### src/rtl/k12a_lcd_ctl.sv
// k12a_lcd_ctl -- write-only HD44780 character LCD controller.
//
// The CPU pushes {rs, byte} entries into a small command FIFO. A sequencer
// pops one entry at a time. It drives lcd_rs/lcd_data, raises lcd_en for a
// fixed pulse, and then leaves an idle gap before it takes the next entry.
// In 4-bit mode each byte goes out as two transfers on lcd_data[7:4]: the
// high nibble first, then the low nibble.
//
// Ports
//   cpu_clock  in   single rising-edge clock
//   reset_n    in   asynchronous active-low reset
//   wr_en      in   push request
//   wr_rs      in   register select of the pushed byte (0 cmd, 1 data)
//   wr_data    in   [7:0] byte to push
//   full       out  FIFO holds FIFO_DEPTH entries
//   idle       out  FIFO empty and sequencer in IDLE
//   overflow   out  sticky: a push was dropped because the FIFO was full
//   lcd_rs     out  LCD register select
//   lcd_rw     out  LCD read/write, always 0
//   lcd_en     out  LCD enable strobe (registered)
//   lcd_data   out  [7:0] LCD data bus
//
// State | meaning
// IDLE  | waiting for a FIFO entry; pops it and loads the bus on exit
// SETUP | rs/data valid, lcd_en low, SETUP_CYCLES cycles
// PULSE | lcd_en high, PULSE_CYCLES cycles
// HOLD  | lcd_en low, bus unchanged, 1 cycle
// GAP   | post-byte recovery, GAP_CYCLES cycles (skipped when 0)
module k12a_lcd_ctl #(
  parameter int NIBBLE_MODE  = 0,
  parameter int FIFO_DEPTH   = 4,
  parameter int SETUP_CYCLES = 2,
  parameter int PULSE_CYCLES = 4,
  parameter int GAP_CYCLES   = 8
) (
  input  logic       cpu_clock,
  input  logic       reset_n,
  input  logic       wr_en,
  input  logic       wr_rs,
  input  logic [7:0] wr_data,
  output logic       full,
  output logic       idle,
  output logic       overflow,
  output logic       lcd_rs,
  output logic       lcd_rw,
  output logic       lcd_en,
  output logic [7:0] lcd_data
);

  localparam int AW      = $clog2(FIFO_DEPTH);
  localparam int CW      = AW + 1;
  localparam int TMAX_SP = (SETUP_CYCLES > PULSE_CYCLES) ? SETUP_CYCLES : PULSE_CYCLES;
  localparam int TMAX    = (GAP_CYCLES > TMAX_SP) ? GAP_CYCLES : TMAX_SP;
  localparam int TW      = $clog2(TMAX + 1);

  // The timer holds the number of cycles left in the current state.
  // The state is left when the timer reaches 1.
  localparam logic [TW-1:0] SETUP_LD = TW'(SETUP_CYCLES);
  localparam logic [TW-1:0] PULSE_LD = TW'(PULSE_CYCLES);
  localparam logic [TW-1:0] GAP_LD   = TW'(GAP_CYCLES);
  localparam logic [TW-1:0] ONE      = TW'(1);

  typedef enum logic [2:0] {
    ST_IDLE  = 3'd0,
    ST_SETUP = 3'd1,
    ST_PULSE = 3'd2,
    ST_HOLD  = 3'd3,
    ST_GAP   = 3'd4
  } state_t;

  state_t        state, state_nxt;
  logic [TW-1:0] timer, timer_nxt;

  logic [8:0]    mem [FIFO_DEPTH];
  logic [AW-1:0] wr_ptr, rd_ptr;
  logic [CW-1:0] count;
  logic          push, pop;
  logic [8:0]    head;

  logic          load_first, load_low;
  logic          low_phase;
  logic [7:0]    shift_q;

  // ---------------------------------------------------------------- FIFO
  // full is taken from the registered count. A pop in the same cycle
  // cannot rescue a push into a full FIFO.
  assign full = (count == CW'(FIFO_DEPTH));
  assign push = wr_en && !full;
  assign head = mem[rd_ptr];

  always_ff @(posedge cpu_clock) begin
    if (push) mem[wr_ptr] <= {wr_rs, wr_data};
  end

  always_ff @(posedge cpu_clock or negedge reset_n) begin
    if (!reset_n) begin
      wr_ptr   <= '0;
      rd_ptr   <= '0;
      count    <= '0;
      overflow <= 1'b0;
    end else begin
      if (push) wr_ptr <= wr_ptr + AW'(1);
      if (pop)  rd_ptr <= rd_ptr + AW'(1);
      if (push && !pop)      count <= count + CW'(1);
      else if (pop && !push) count <= count - CW'(1);
      if (wr_en && full) overflow <= 1'b1;
    end
  end

  // ----------------------------------------------------------- sequencer
  always_ff @(posedge cpu_clock or negedge reset_n) begin
    if (!reset_n) begin
      state <= ST_IDLE;
      timer <= '0;
    end else begin
      state <= state_nxt;
      timer <= timer_nxt;
    end
  end

  always_comb begin
    state_nxt  = state;
    timer_nxt  = timer;
    pop        = 1'b0;
    load_first = 1'b0;
    load_low   = 1'b0;
    case (state)
      ST_IDLE: begin
        if (count != '0) begin
          pop        = 1'b1;
          load_first = 1'b1;
          state_nxt  = ST_SETUP;
          timer_nxt  = SETUP_LD;
        end
      end
      ST_SETUP: begin
        if (timer == ONE) begin
          state_nxt = ST_PULSE;
          timer_nxt = PULSE_LD;
        end else begin
          timer_nxt = timer - ONE;
        end
      end
      ST_PULSE: begin
        if (timer == ONE) begin
          state_nxt = ST_HOLD;
          timer_nxt = ONE;
        end else begin
          timer_nxt = timer - ONE;
        end
      end
      ST_HOLD: begin
        if ((NIBBLE_MODE != 0) && !low_phase) begin
          load_low  = 1'b1;
          state_nxt = ST_SETUP;
          timer_nxt = SETUP_LD;
        end else if (GAP_CYCLES > 0) begin
          state_nxt = ST_GAP;
          timer_nxt = GAP_LD;
        end else begin
          state_nxt = ST_IDLE;
          timer_nxt = '0;
        end
      end
      ST_GAP: begin
        if (timer == ONE) begin
          state_nxt = ST_IDLE;
          timer_nxt = '0;
        end else begin
          timer_nxt = timer - ONE;
        end
      end
      default: begin
        state_nxt = ST_IDLE;
        timer_nxt = '0;
      end
    endcase
  end

  // The bus registers change only when SETUP is entered.
  always_ff @(posedge cpu_clock or negedge reset_n) begin
    if (!reset_n) begin
      lcd_en    <= 1'b0;
      lcd_rs    <= 1'b0;
      lcd_data  <= 8'h00;
      shift_q   <= 8'h00;
      low_phase <= 1'b0;
    end else begin
      lcd_en <= (state_nxt == ST_PULSE);
      if (load_first) begin
        lcd_rs    <= head[8];
        shift_q   <= head[7:0];
        low_phase <= 1'b0;
        lcd_data  <= (NIBBLE_MODE != 0) ? {head[7:4], 4'h0} : head[7:0];
      end else if (load_low) begin
        low_phase <= 1'b1;
        shift_q   <= {shift_q[3:0], 4'h0};
        lcd_data  <= {shift_q[3:0], 4'h0};
      end
    end
  end

  assign lcd_rw = 1'b0;
  assign idle   = (count == '0) && (state == ST_IDLE);

endmodule
### config.mk
export PLATFORM = sky130hd
export DESIGN_NAME = k12a_lcd_ctl
export DESIGN_NICKNAME = d
export VERILOG_FILES = /design/src/rtl/k12a_lcd_ctl.sv
export SDC_FILE = /design/constraint.sdc
export NUM_CORES = 1
export LEC_CHECK = 0
export CORE_AREA = 4 4 86 88
export CTS_BUF_LIST = sky130_fd_sc_hd__clkbuf_16
export CTS_CLUSTER_SIZE = 16
export DETAILED_ROUTE_END_ITERATION = 8
export DIE_AREA = 0 0 90 92
export PLACE_DENSITY = 0.59
export SYNTH_ARGS = -nofsm -noshare
export SYNTH_HDL_FRONTEND = slang
export SYNTH_SLANG_ARGS = --single-unit
### constraint.sdc
create_clock -name cpu_clock -period 5.2 [get_ports cpu_clock]
set_input_delay 1.3 -clock cpu_clock [delete_from_list [all_inputs] [get_ports cpu_clock]]
set_output_delay 1.3 -clock cpu_clock [all_outputs]
set_load 0.05 [all_outputs]
After elaboration in Yosys (flattened, before gate mapping) --
Memory sizes are Yosys's and may differ from the RTL's. A register that Yosys moved wholly into a read port is not among the register bits. Cells that the tools add are included.
Word-level totals: bits in registers 16, RAM bits 36, output and inout port bits 14, memories kept 1
Operators by class: add/subtract/negate cells 5, equality and inequality tests 8, mux-type cells 16, reductions and logical operators 13
Memories:
- mem | words 4, width 9, rd ports 1, clocked after memory_dff 1, write ports 1, line 74 | logic [8:0] mem [FIFO_DEPTH];
Operators by type and width (number):
- $pmux 4 s5 | 1
- $mux 3 | 6
- $mux 4 | 4
- $pmux 3 s5 | 1
- $eq 3x2->1 const B | 3
- $eq 3x3->1 const B | 2
- $logic_not 3->1 | 2
- $logic_and 1x1->1 | 5
- $add 2x1->2 const B | 2
- $eq 4x1->1 const B | 1
- $logic_not 1->1 | 4
- $mux 1 | 4
- $sub 4x1->4 const B | 1
- $add 3x1->3 const B | 1
- $eq 3x1->1 const B | 1
- $reduce_bool 3->1 | 1
- $sub 3x1->3 const B | 1
- $ne 2x2->1 const B | 1
- $reduce_bool 2->1 | 1

Logic depth before layout (Yosys ltp) --
Gate-level depths: netlist of run 1.
depth in word-level cells 7, depth in mapped cells 11, depth with buffers taken out 9

Worst setup path after synthesis of run 1 --
No wires, ideal clock.
kind reg-to-reg, from register count[0], to register count[1], library setup time 0.125 ns, arrival 2.926 ns, setup slack 2.149 ns, stages on the path, launching flop included 8, path buffers 1, clock period less this slack 3.051 ns, cells stage by stage dfrtp_1 > nor3b_1 > nor2b_1 > clkbuf_1 > ha_1 > inv_1 > fa_1 > mux2_2
Between the ends: longest elaborated chain between the ends 6, elaborated cells between the ends (all ways) 15, those cells by class 2 x add/sub; 1 x eq/ne; 4 x mux; 8 x reduce/logical
Ends and longest elaborated chain:
- start: declaration | line 76 | logic [CW-1:0] count;
- start signal: assignment | line 104 | if (push && !pop) count <= count + CW'(1);
- start signal: assignment | line 105 | else if (pop && !push) count <= count - CW'(1);
- $eq 3x3->1 (*) | line 87 | assign full = (count == CW'(FIFO_DEPTH));
- named net full | line 41 | output logic full,
- $logic_not 1->1 (*) | line 88 | assign push = wr_en && !full;
- $logic_and 1x1->1 (*) | line 88
- named net push | line 77 | logic push, pop;
- $logic_not 1->1 | line 105
- $logic_and 1x1->1 | line 105
- $reduce_bool 2->1 (no source line)
The timed path passes the listed nets; every way through them passes the cells marked *. The select of a mux whose other input is x is not followed. A chain may end at the register's enable or synchronous reset.

Worst setup path after layout of run 1 --
from register state[2], to output port idle
Between the ends: longest elaborated chain between the ends 2
Ends and longest elaborated chain:
- start: declaration | line 71 | state_t state, state_nxt;
- start signal: assignment | line 116 | state <= state_nxt;
- $logic_not 3->1 | line 204 | assign idle = (count == '0) && (state == ST_IDLE);
- $logic_and 1x1->1 | line 204
- end: declaration | line 42 | output logic idle,
No other way between the ends.

==> flow_summary.yaml, run 1 <==
min_path:
  min-delay-path-class: "reg -> reg"
cts:
  hold_buffers: 0
  cts_sinks: 61
  cts_root_buffer: "clkbuf_16"
  cts.htree.levels: 3
  cts_setup_buffers: 0
  insertion_delay_ns: 0.32
  clock_path_buffers: 2
  cts_buffers: 9
  cts_tree: "yes"
  post_cts_resize_count: 0
  cts.clk_slew.worst_paths_ns: 0.06
timing:
  hold-worst-slack_ns: 0.4618
  fin_worst_skew_ns: 0.009139
  setup_ws_ns: 1.759
  rsz0062_at_grt: "no"
  period_needed_ns: 3.441
  tightestPinTransition_ns: 0.6199
  finalMaxSlewViolations: 0
  finalSetupViolCount: 0
  hold_viol: 0
  fmax_mhz: 290.6
  slew_headroom_pct: 58.67
  final.setup.tns_ns: 0
  period_share_pct: 66.17
layout:
  fin_area_mm2: 0.003208
  fin_util_pct: 48.29
  multi_input_area_um2: 820.8
  area_delta_synth_final_pct: 22.68
  stdcell_count: 277
  fillers: 562
  drive_gt1_share_pct: 18.78
  n_antenna_cell: 0
  ff_latch_area_mm2: 0.001707
  nNetsFinal: 212
floorplanning:
  dieArea_mm2: 0.008280
  start_util_pct: 39.36
  ioPinCount: 26
  die_height_um: 92
  core_area_mm2: 0.006644
  rows: 30
  die_w_um: 90
setup_path:
  path_class: "reg -> out"
  cp-end-kind: "output pin"
  cpPeakStageDelay_ns: 0.82
  worstPathCellList: "nor3_4 > nand2_1 > inv_1 > clkdlybuf4s50_1"
  crit_slowest_cell: "clkdlybuf4s50_1"
  startpoint_type: "flop"
  worstPathMaxFanout: 13
  cp.arrival_ns: 2.14
  required_ns: 3.90
synth:
  avgSynthCellArea_um2: 16.04
  ys_seq_elements: 61
  synthTopCellsByArea: "edfxtp_1 41%, dfrtp_1 24%, mux4_2 6.9%, mux2_4 4.6%, ha_1 3.3%"
  synth_area_mm2: 0.002615
  yosysMostFrequentCell: "edfxtp_1"
  syn_nets: 183
  ys_types: 40
  yosys_most_used_dff: "edfxtp_1"
  netlist_instances: 163
  async_flop_share_pct: 40.98
  synth_top_cell_by_area: "edfxtp_1"
  yosysSeqAreaShare_pct: 65.26
  synthDominantCellAreaShare_pct: 41.34
  yosys_warnings: 0
  synth_edf_count: 36
  ys_top_cells_by_count: "36 x edfxtp_1, 25 x dfrtp_1, 9 x inv_1"
pwr:
  power.density_mw_per_mm2: 701.2
  leakagePower_nw: 1.235
  power_mw: 2.250
  vdd_drop_max_mv: 0.2267
drt:
  drc: 0
  drt_iter0_markers: 56
  ant_nets: 0
  wl_per_cell_um: 16.31
  route.final.wire_length_um: 4519
  routed-wl-met2_um: 2349
  highest_layer: "met4"
  met1_length_um: 1947
  num_vias: 1349
  drtPass1Iterations: 4
  viasPerCell: 4.870
  met3_length_um: 136
grt:
  grt_antenna_before_repair: 0
  grt_first_pass_wirelength_um: 7320
  grt_max_degree: 26
  track_usage_pct: 11.86
  grt_pass1_vias: 1490
  grt_overflow: 0
placed_design:
  portBuffers: 24
  dpl_cell_area_mm2: 0.002909
  place_ws_ns: 1.766
  gp_congestion: 0.7630
  dp_cells: 261
  dp_hpwl_um: 2957
flow_run:
  max_cap_violations: 0
status:
  status: "complete, no violations"
[logic make-up (layout without fill, tap and decap cells)]
group	Yosys count	in the layout	synth area share (%)
AOI/OAI and AO/OA	19	19	4.498
xor gates and xnor gates	7	7	2.345
adders and majority gates	9	9	4.498
buffers and inverters	16	50	3.349
DFF	61	61	65.26
muxes	19	19	13.35
other	1	1	0.1434
and+or+nand+nor	31	31	6.556
[critical path: cells and delay by family, from the launching register on]
family | cells | cell delay (ns)
buffers and inverters | 2 | 0.95
flip-flops | 1 | 0.54
AND/OR/NAND/NOR | 2 | 0.32
[sequential cells by signal (all words and copies together), names as in the netlist]
| name | flops |
|---|---|
| overflow | 1 |
| lcd_data | 8 |
| wr_ptr | 2 |
| state | 3 |
| mem | 36 |
| lcd_rs | 1 |
| lcd_en | 1 |
| rd_ptr | 2 |
| count | 3 |
| timer | 4 |
[cells in the final DEF, fill, tap and decap left out, drive strengths merged, types with 2 or more instances in the layout]
cell type	instances
a21oi	5
a22oi	2
and2	4
clkbuf	9
clkdlybuf4s50	24
clkinv	4
dfrtp	25
edfxtp	36
ha	7
inv	10
mux2	10
mux4	9
nand2	8
nand2b	2
nor2	7
nor2b	2
nor3	3
o21ai	6
xnor2	4
xor2	3
[area by class of cell]
type / count / share of cell area (%)
clock inverters: 7 / 2.301
multi-input cells: 86 / 25.58
flip-flops and latches: 61 / 53.20
clock buffers: 9 / 7.020
inverters: 9 / 1.053
well taps: 80 / 3.120
repair buffers: 25 / 7.722
[worst paths after layout]
kind	from	endpoint	slack, ns	cells after the start
worst max-delay path	state[2]	idle	1.76	4
worst min-delay path	overflow	overflow	0.46	1
worst max register to register	state[2]	count[1]	2.89	7
worst min register to register	overflow	overflow	0.46	1
max in group asynchronous	reset_n	count[1]	3.58	2
min in group asynchronous	reset_n	timer[0]	1.36	2
[metal layers]
metal / vias up / track usage (%)
li1: 655 / -
met1: 669 / 12.92
met2: 18 / 20.29
met3: 7 / 3.445
met4: 0 / 7.526
met5: - / 0
[power by group]
part           internal [mW]  switching [mW]  total, mW
combinational          0.404           0.446      0.850
sequential             0.679           0.139      0.818
clock                  0.372           0.209      0.581
No activity file was read; power rests on OpenSTA's default activity.
==> run 2, diff against run 1 <==
- clock period: 5.2 -> 3.5 ns (I/O delays scaled with it)
==> run 2 against run 1 <==
Against the previous run: first-iteration DRC count increased by 29%; clock skew down 0.0012 ns; critical endpoint unchanged; clock power rose by 56%; critical path depth did not move; largest cell class unchanged; largest power group unchanged.
==> flow_summary.yaml, run 2 (synthesized netlist as in run 1, its figures left out) <==
cts:
  hold_buffers: 0
  cts_sinks: 61
  cts_tree: "yes"
  insertion_delay_ns: 0.32
  post_cts_resize_count: 0
  cts_buffers: 9
  cts.clk_slew.worst_paths_ns: 0.05
  cts.htree.levels: 3
  cts_root_buffer: "clkbuf_16"
  cts_setup_buffers: 0
  clock_path_buffers: 2
timing:
  slew_headroom_pct: 58.41
  tightestPinTransition_ns: 0.6238
  rsz0062_at_grt: "no"
  finalMaxSlewViolations: 0
  period_needed_ns: 3.045
  fmax_mhz: 328.4
  finalSetupViolCount: 0
  period_share_pct: 87.01
  hold_viol: 0
  fin_worst_skew_ns: 0.007930
  final.setup.tns_ns: 0
  setup_ws_ns: 0.4546
grt:
  track_usage_pct: 12.12
  grt_max_degree: 26
  grt_antenna_before_repair: 0
  grt_first_pass_wirelength_um: 7562
  grt_pass1_vias: 1502
  grt_overflow: 0
setup_path:
  path_class: "reg -> out"
  crit_slowest_cell: "clkdlybuf4s50_1"
  worstPathCellList: "nor3_4 > nand2_1 > inv_1 > clkdlybuf4s50_1"
  worstPathMaxFanout: 13
  cp-end-kind: "output pin"
  required_ns: 2.62
  cpPeakStageDelay_ns: 0.82
  cp.arrival_ns: 2.17
  startpoint_type: "flop"
floorplanning:
  start_util_pct: 39.36
  die_w_um: 90
  ioPinCount: 26
  die_height_um: 92
  rows: 30
  core_area_mm2: 0.006644
  dieArea_mm2: 0.008280
layout:
  nNetsFinal: 212
  top_register: "mem"
  largest_register_ffs: 36
  drive_gt1_share_pct: 16.75
  area_delta_synth_final_pct: 23.06
  ff_latch_area_mm2: 0.001707
  n_antenna_cell: 0
  reg_top3: "mem: 36 flops, lcd_data: 8 flops, timer: 4 flops"
  final_common_cell: "edfxtp_1"
  stdcell_count: 277
  mostFrequentLayoutCells: "36 x edfxtp_1, 25 x dfrtp_1, 24 x clkdlybuf4s50_1, 11 x inv_1, 9 x clkbuf_16"
  multi_input_area_um2: 820.8
  fillers: 571
drt:
  viasPerCell: 5.047
  route.final.wire_length_um: 4534
  drc: 0
  ant_nets: 0
  drtPass1Iterations: 4
  drt_iter0_markers: 72
  num_vias: 1398
  wl_per_cell_um: 16.37
placed_design:
  portBuffers: 24
  place_ws_ns: 0.4795
  dp_cells: 261
  dp_hpwl_um: 2971
  gp_congestion: 0.7642
min_path:
  min-delay-path-class: "reg -> reg"
pwr:
  vdd_drop_max_mv: 0.3415
  leakagePower_nw: 1.246
  power_mw: 3.388
  power.density_mw_per_mm2: 1053
status:
  status: "complete, no violations"
flow_run:
  max_cap_violations: 0
[run 2: layout make-up]
| class | count | area share [%] |
|---|---|---|
| Multi-Input combinational cell | 86 | 25.51 |
| Timing Repair Buffer | 25 | 7.698 |
| Clock inverter | 7 | 2.605 |
| Clock buffer | 9 | 6.998 |
| Tap cell | 80 | 3.110 |
| Sequential cell | 61 | 53.03 |
| Inverter | 9 | 1.050 |
[run 2: worst max-delay path, delay by kind of cell (launching register included)]
family	cells	cell delay, ns
buffers and inverters	2	0.97
flip-flops	1	0.53
AND/OR/NAND/NOR	2	0.35
[run 2: path summary, 6_finish.rpt]
check                          from           to  slack, ns  depth (start not counted)
setup reg to reg           state[2]     count[1]       1.17                          7
min in group asynchronous   reset_n  lcd_data[5]       0.93                          2
setup / recovery           state[2]         idle       0.45                          4
hold reg to reg            overflow     overflow       0.45                          1
max in group asynchronous   reset_n    rd_ptr[1]       2.31                          2
hold / removal             overflow     overflow       0.45                          1
[run 2: through the flow]
step / cell area (um2) / hold WS (ns) / utilization [%]
3_5_place_dp: 2909 / 0.4467 / 43.79
2_1_floorplan: 2615 / 0.4560 / -
6_report: 3218 / 0.4528 / 48.44
5_1_grt: 3218 / 0.4821 / 48.44
4_1_cts: 3218 / 0.4575 / 48.44
3_3_place_gp: 2909 / 0.4406 / 43.79
[run 2: routing by layer]
| layer | GRT usage (%) | wire [um] | vias to the layer above |
|---|---|---|---|
| met5 | 0 | 0 | - |
| met4 | 7.270 | 102 | 0 |
| met3 | 3.856 | 149 | 10 |
| met2 | 19.98 | 2335 | 25 |
| met1 | 13.79 | 1946 | 704 |
| li1 | - | - | 659 |
[run 2: power breakdown]
group          internal (mW)  switching [mW]
Clock                  0.613           0.293
Combinational          0.600           0.665
Sequential              1.01           0.207
Total                   2.22            1.17
==> run 3, diff against run 2 <==
- GPL_TIMING_DRIVEN: not set -> 1
==> results of run 3 <==
The final DEF is identical to that of run 2; final timing and power are the same.
